[src/rtl/fir_mac_seq.sv]
// fir_mac_seq: sequential FIR filter built around one signed multiply-accumulate
// unit that is time-shared over all taps.
//
// Each accepted sample shifts the history line. The block then spends TAPS
// cycles accumulating h[k]*x[k], and one more cycle rounding and saturating
// the sum into yOut.
//
// Ports:
//   clk       rising-edge clock
//   reset     asynchronous, active-high reset
//   xIn       input sample (signed, DATA_W)
//   sample    sample strobe, accepted when ready=1
//   ready     block idle, a sample or coefficient write may be taken
//   coefWe    coefficient write strobe, honoured only while ready=1
//   coefAddr  coefficient index (AW bits); indices >= TAPS are ignored
//   coefData  coefficient value (signed, COEF_W, Q15 by default)
//   yOut      filter output, held until the next result
//   yValid    one-cycle pulse marking a new yOut
//   overrun   sticky flag: sample or coefficient write arrived while busy
module fir_mac_seq #(
  parameter  int DATA_W    = 16,
  parameter  int COEF_W    = 16,
  parameter  int TAPS      = 32,
  parameter  int ACC_W     = 40,
  parameter  int OUT_SHIFT = 15,
  localparam int AW        = $clog2(TAPS)
) (
  input  logic                     clk,
  input  logic                     reset,
  input  logic signed [DATA_W-1:0] xIn,
  input  logic                     sample,
  output logic                     ready,
  input  logic                     coefWe,
  input  logic        [AW-1:0]     coefAddr,
  input  logic signed [COEF_W-1:0] coefData,
  output logic signed [DATA_W-1:0] yOut,
  output logic                     yValid,
  output logic                     overrun
);

  // The tap counter must reach TAPS itself (the output cycle), hence one extra bit.
  localparam int KW = AW + 1;
  localparam int PW = DATA_W + COEF_W;

  localparam logic signed [ACC_W:0] RND     = {{ACC_W{1'b0}}, 1'b1} << (OUT_SHIFT - 1);
  localparam logic signed [ACC_W:0] SAT_MAX = {{(ACC_W-DATA_W+2){1'b0}}, {(DATA_W-1){1'b1}}};
  localparam logic signed [ACC_W:0] SAT_MIN = {{(ACC_W-DATA_W+2){1'b1}}, {(DATA_W-1){1'b0}}};

  typedef enum logic {IDLE, MAC} state_t;

  state_t                     state;
  logic        [KW-1:0]       k;
  logic signed [ACC_W-1:0]    acc;
  logic signed [DATA_W-1:0]   x_hist [TAPS];
  logic signed [COEF_W-1:0]   h_mem  [TAPS];

  logic        [AW-1:0]       k_idx;
  logic signed [PW-1:0]       x_ext;
  logic signed [PW-1:0]       h_ext;
  logic signed [PW-1:0]       prod;
  logic                       coef_addr_ok;

  // Round half up, arithmetic shift, then clamp to the DATA_W signed range.
  // One guard bit above ACC_W keeps the rounding add from wrapping.
  function automatic logic signed [DATA_W-1:0] round_sat(input logic signed [ACC_W-1:0] a);
    logic signed [ACC_W:0] t;
    t = {a[ACC_W-1], a} + RND;
    t = t >>> OUT_SHIFT;
    if (t > SAT_MAX)
      return SAT_MAX[DATA_W-1:0];
    else if (t < SAT_MIN)
      return SAT_MIN[DATA_W-1:0];
    else
      return t[DATA_W-1:0];
  endfunction

  // Single shared multiplier. During the output cycle k == TAPS, so the index
  // is parked at 0 to stay inside the arrays; that product is never used.
  always_comb begin
    k_idx = '0;
    if (k < KW'(TAPS))
      k_idx = k[AW-1:0];
    x_ext = PW'(x_hist[k_idx]);
    h_ext = PW'(h_mem[k_idx]);
    prod  = x_ext * h_ext;
  end

  assign coef_addr_ok = ({1'b0, coefAddr} < KW'(TAPS));

  // Stage boundary: history, coefficients, accumulator and output registers.
  always_ff @(posedge clk or posedge reset) begin
    if (reset) begin
      state   <= IDLE;
      ready   <= 1'b1;
      k       <= '0;
      acc     <= '0;
      yOut    <= '0;
      yValid  <= 1'b0;
      overrun <= 1'b0;
      for (int i = 0; i < TAPS; i++) begin
        x_hist[i] <= '0;
        h_mem[i]  <= '0;
      end
    end else begin
      yValid <= 1'b0;

      // A write in the same edge as acceptance lands before the first MAC
      // edge reads h, so the new computation already uses it.
      if (coefWe) begin
        if (!ready)
          overrun <= 1'b1;
        else if (coef_addr_ok)
          h_mem[coefAddr] <= coefData;
      end

      case (state)
        IDLE: begin
          if (sample) begin
            for (int i = TAPS - 1; i > 0; i--)
              x_hist[i] <= x_hist[i-1];
            x_hist[0] <= xIn;
            acc       <= '0;
            k         <= '0;
            state     <= MAC;
            ready     <= 1'b0;
          end
        end
        MAC: begin
          if (sample)
            overrun <= 1'b1;
          if (k == KW'(TAPS)) begin
            yOut   <= round_sat(acc);
            yValid <= 1'b1;
            state  <= IDLE;
            ready  <= 1'b1;
          end else begin
            acc <= acc + ACC_W'(prod);
            k   <= k + KW'(1);
          end
        end
        default: state <= IDLE;
      endcase
    end
  end

endmodule

[config.mk]
export PLATFORM = sky130hd
export DESIGN_NAME = fir_mac_seq
export DESIGN_NICKNAME = d
export VERILOG_FILES = /design/src/rtl/fir_mac_seq.sv
export SDC_FILE = /design/constraint.sdc
export NUM_CORES = 2
export LEC_CHECK = 0
export ABC_AREA = 1
export CAP_MARGIN = 20
export CORE_ASPECT_RATIO = 0.6
export CORE_MARGIN = 4
export CORE_UTILIZATION = 35
export DETAILED_ROUTE_END_ITERATION = 8
export MAX_ROUTING_LAYER = met4
export SLEW_MARGIN = 25
export SYNTH_ARGS = -nofsm -noshare
export SYNTH_HDL_FRONTEND = slang
export SYNTH_SLANG_ARGS = --single-unit
[constraint.sdc]
create_clock -name clk -period 66 [get_ports clk]
set_input_delay 9.9 -clock clk [delete_from_list [all_inputs] [get_ports clk]]
set_output_delay 9.9 -clock clk [all_outputs]
set_load 0.01 [all_outputs]
==> reports/results.txt <==
port bufs: 59
Hold/Removal Path Class: reg -> reg
# nets final: 8,116
Die ar.: 186,000 um2
worst setup path startpoint: reset
WP buf/inv: 5
FF-to-FF End: acc[35]$_DFFE_PP0P_
antenna viol nets, final: 0
HPWL after DPL: 113,000 um
Final period util: 19.2%
row count: 120
Gate Count Post-Synth: 7,888
cell count along the critical path: 5
clk buf depth: 3
max-cap violation count: 0
Via Count: 51,776
Tightest Pin Transition: 1.05 ns
drt first pass iters: 6
Clock Latency Late Sink: 0.72 ns
FF-to-FF path depth: 34
# setup viols final: 0
reg-to-reg critical path startpoint: k[5]$_DFFE_PP0P_
crit path to: h_mem[206]$_DFFE_PP0P_
layout cells sized above 1: 4.68%
global-route usage over all layers: 19.9%
Mapped Avg Cell Area: 7.96 um2
routed wire length: 180,000 um
net count after synthesis: 8,377
dominant cell type by area after synthesis: dfrtp_1
Crit Path Max Fanout: 122
number of synthesized register bits: 1,090
pin count of the biggest net entering global routing: 265
final max-slew violation count: 0
Synth Flop Type: dfrtp_1
Num CTS Buffers: 105
DR iter-0 viols: 5,789
critical path's largest stage delay: 0.83 ns
Crit path top cell by count: buf_4
slowest cell on the critical path: buf_4
core area: 178,000 um2
Yosys warnings: 0
most frequent cells in the layout: 2,467 x nand2_1, 1,137 x o21ai_0, 1,088 x dfrtp_1, 738 x inv_1, 448 x nand3_1
Setup Crit Path Kind: in -> async
crit-path cells: clkdlybuf4s50_1, inv_8, buf_4, buf_4, buf_6
I/O pin count: 60
RSZ-0062 raised after global routing: false
crit path DAT: 13.44 ns
RD Place Congestion: 0.989
htree depth: 3
cell family with the largest share of critical-path delay: buffers and inverters
EDFF count, synth: 0
Initial Utilization: 35.2%
initial antenna violation count: 2
Die Wd: 555 um
Total Neg Setup Slack: 0 ns
WL per Instance: 17.9 um
Area growth syn-to-layout: 9.82%
clock transition at the registers of the reported paths: 0.06 ns
Rel. slew slack: 30.2%
CTS root buffer: clkbuf_16
nature of the critical path startpoint: primary input
total global routing overflow: 0
post-cts sizing count: 0
WP data required: 66.77 ns
Critical Path End Type: async pin
async set-or-reset flop fraction in the synthesized netlist: 100%
post-CTS setup buffer count: 0
Filler cells: 18,321
Vias/cell: 5.13
status: finished clean
most common cell after layout, fill and taps aside: nand2_1
clk_skew: 0.0387 ns
vias in the first global route: 49,970
# hold bufs at CTS: 0
CTS sink count: 1,090
Die Span Y: 336 um
CTS tree: yes
sequential area share after synthesis: 43.5%
# DRC: 0
post-layout minimum cycle time: 12.67 ns
first-pass GRT wire length: 290,000 um
Synth cell types: 46
Cell Area, Synth: 62,800 um2
top cells by area, synth: dfrtp_1 43%, nand2_1 15%, fa_1 11%
Final Hold Vio Count: 0
Max Freq: 78.9 MHz
Worst R2R Setup Slack: 54.23 ns
area share of the largest cell type after synthesis: 43.4%
-- Yosys cell counts (3+ instances only) --
library cell	count
buf_4	16
o21ai_1	38
o21ai_4	7
o31ai_1	6
nand3_1	448
a31oi_4	3
o211ai_1	40
o311ai_1	3
buf_2	134
inv_2	29
o21ai_2	12
or2_0	3
ha_1	117
or2_1	4
fa_1	331
or2_2	9
xor2_1	21
o21ai_0	1137
a22o_1	5
inv_1	749
dfrtp_1	1089
xnor2_1	5
o22ai_1	63
a21oi_1	312
a21o_1	3
nor2_1	403
a31oi_1	6
nor3_1	22
o21bai_1	7
clkbuf_1	314
nand4_1	8
nand2_1	2491
buf_1	34
-- per-layer routing --
metal	share of wire (%)	track usage [%]
met5	0	-
met4	1.7	3.80
met3	7.8	3.72
met2	41	27.9
met1	49	29.9
-- registers in the layout (all words and copies together) (netlist names) --
| register | cells |
|---|---|
| state | 1 |
| ready | 1 |
| k | 6 |
| h_mem | 512 |
| x_hist | 512 |
| yValid | 1 |
| overrun | 1 |
| yOut | 16 |
| acc | 40 |
-- layout make-up --
type	count	area, um2	area share (%)
clock inverters	44	708	1.03
well taps	2379	2980	4.32
inverters	780	2960	4.29
multi-input cells	5519	30600	44.4
repair buffers	131	1280	1.85
diodes	2	5.00	0.00726
clock buffers	154	3110	4.52
flip-flops and latches	1090	27300	39.6
-- through the flow --
stage | worst slack, ns | util, % | area (um2) | cells | hold slack (ns)
after CTS | 52.90 | 38.5 | 68800 | 10093 | 0.478
after floorplan | 25.41 | - | 62800 | 7888 | 0.445
final | 53.33 | 38.6 | 68900 | 10099 | 0.476
after global placement | 52.18 | 36.4 | 64900 | 9895 | 0.458
after global routing | 52.79 | 38.6 | 68900 | 10098 | 0.498
after detailed placement | 52.11 | 36.4 | 64900 | 9895 | 0.466
-- kinds of logic (layout without fill, tap and decap cells) --
kind of cell | after synthesis | in the layout | synth area share, %
adders and majority gates | 448 | 448 | 12.9
other | 0 | 2 | 0
DFF | 1090 | 1090 | 43.5
xor gates and xnor gates | 26 | 26 | 0.363
and+or+nand+nor | 3400 | 3400 | 21.4
AOI/OAI and AO/OA | 1645 | 1645 | 13.8
buffers and inverters | 1279 | 1109 | 8.02
-- worst min-delay path, delay by kind of cell, from the launching register on --
family / cells / cell delay [ns]
compound gates: 1 / 0.05
simple gates: 1 / 0.05
flops: 1 / 0.34
-- how the worst min path moves through the flow --
stage | cells past startpoint | to | from | slack, ns
floorplan | 2 | h_mem[7]$_DFFE_PP0P_ | h_mem[7]$_DFFE_PP0P_ | 0.45
global placement | 2 | h_mem[39]$_DFFE_PP0P_ | h_mem[39]$_DFFE_PP0P_ | 0.46
detailed placement | 2 | h_mem[199]$_DFFE_PP0P_ | h_mem[199]$_DFFE_PP0P_ | 0.47
CTS | 2 | x_hist[63]$_DFFE_PP0P_ | x_hist[79]$_DFFE_PP0P_ | 0.48
global route | 2 | h_mem[42]$_DFFE_PP0P_ | h_mem[42]$_DFFE_PP0P_ | 0.50
finish | 2 | x_hist[415]$_DFFE_PP0P_ | x_hist[431]$_DFFE_PP0P_ | 0.48
Power is left out: the tool's default activity adds up to more than one toggle a clock period on the data nets, which glitch-free logic cannot reach.
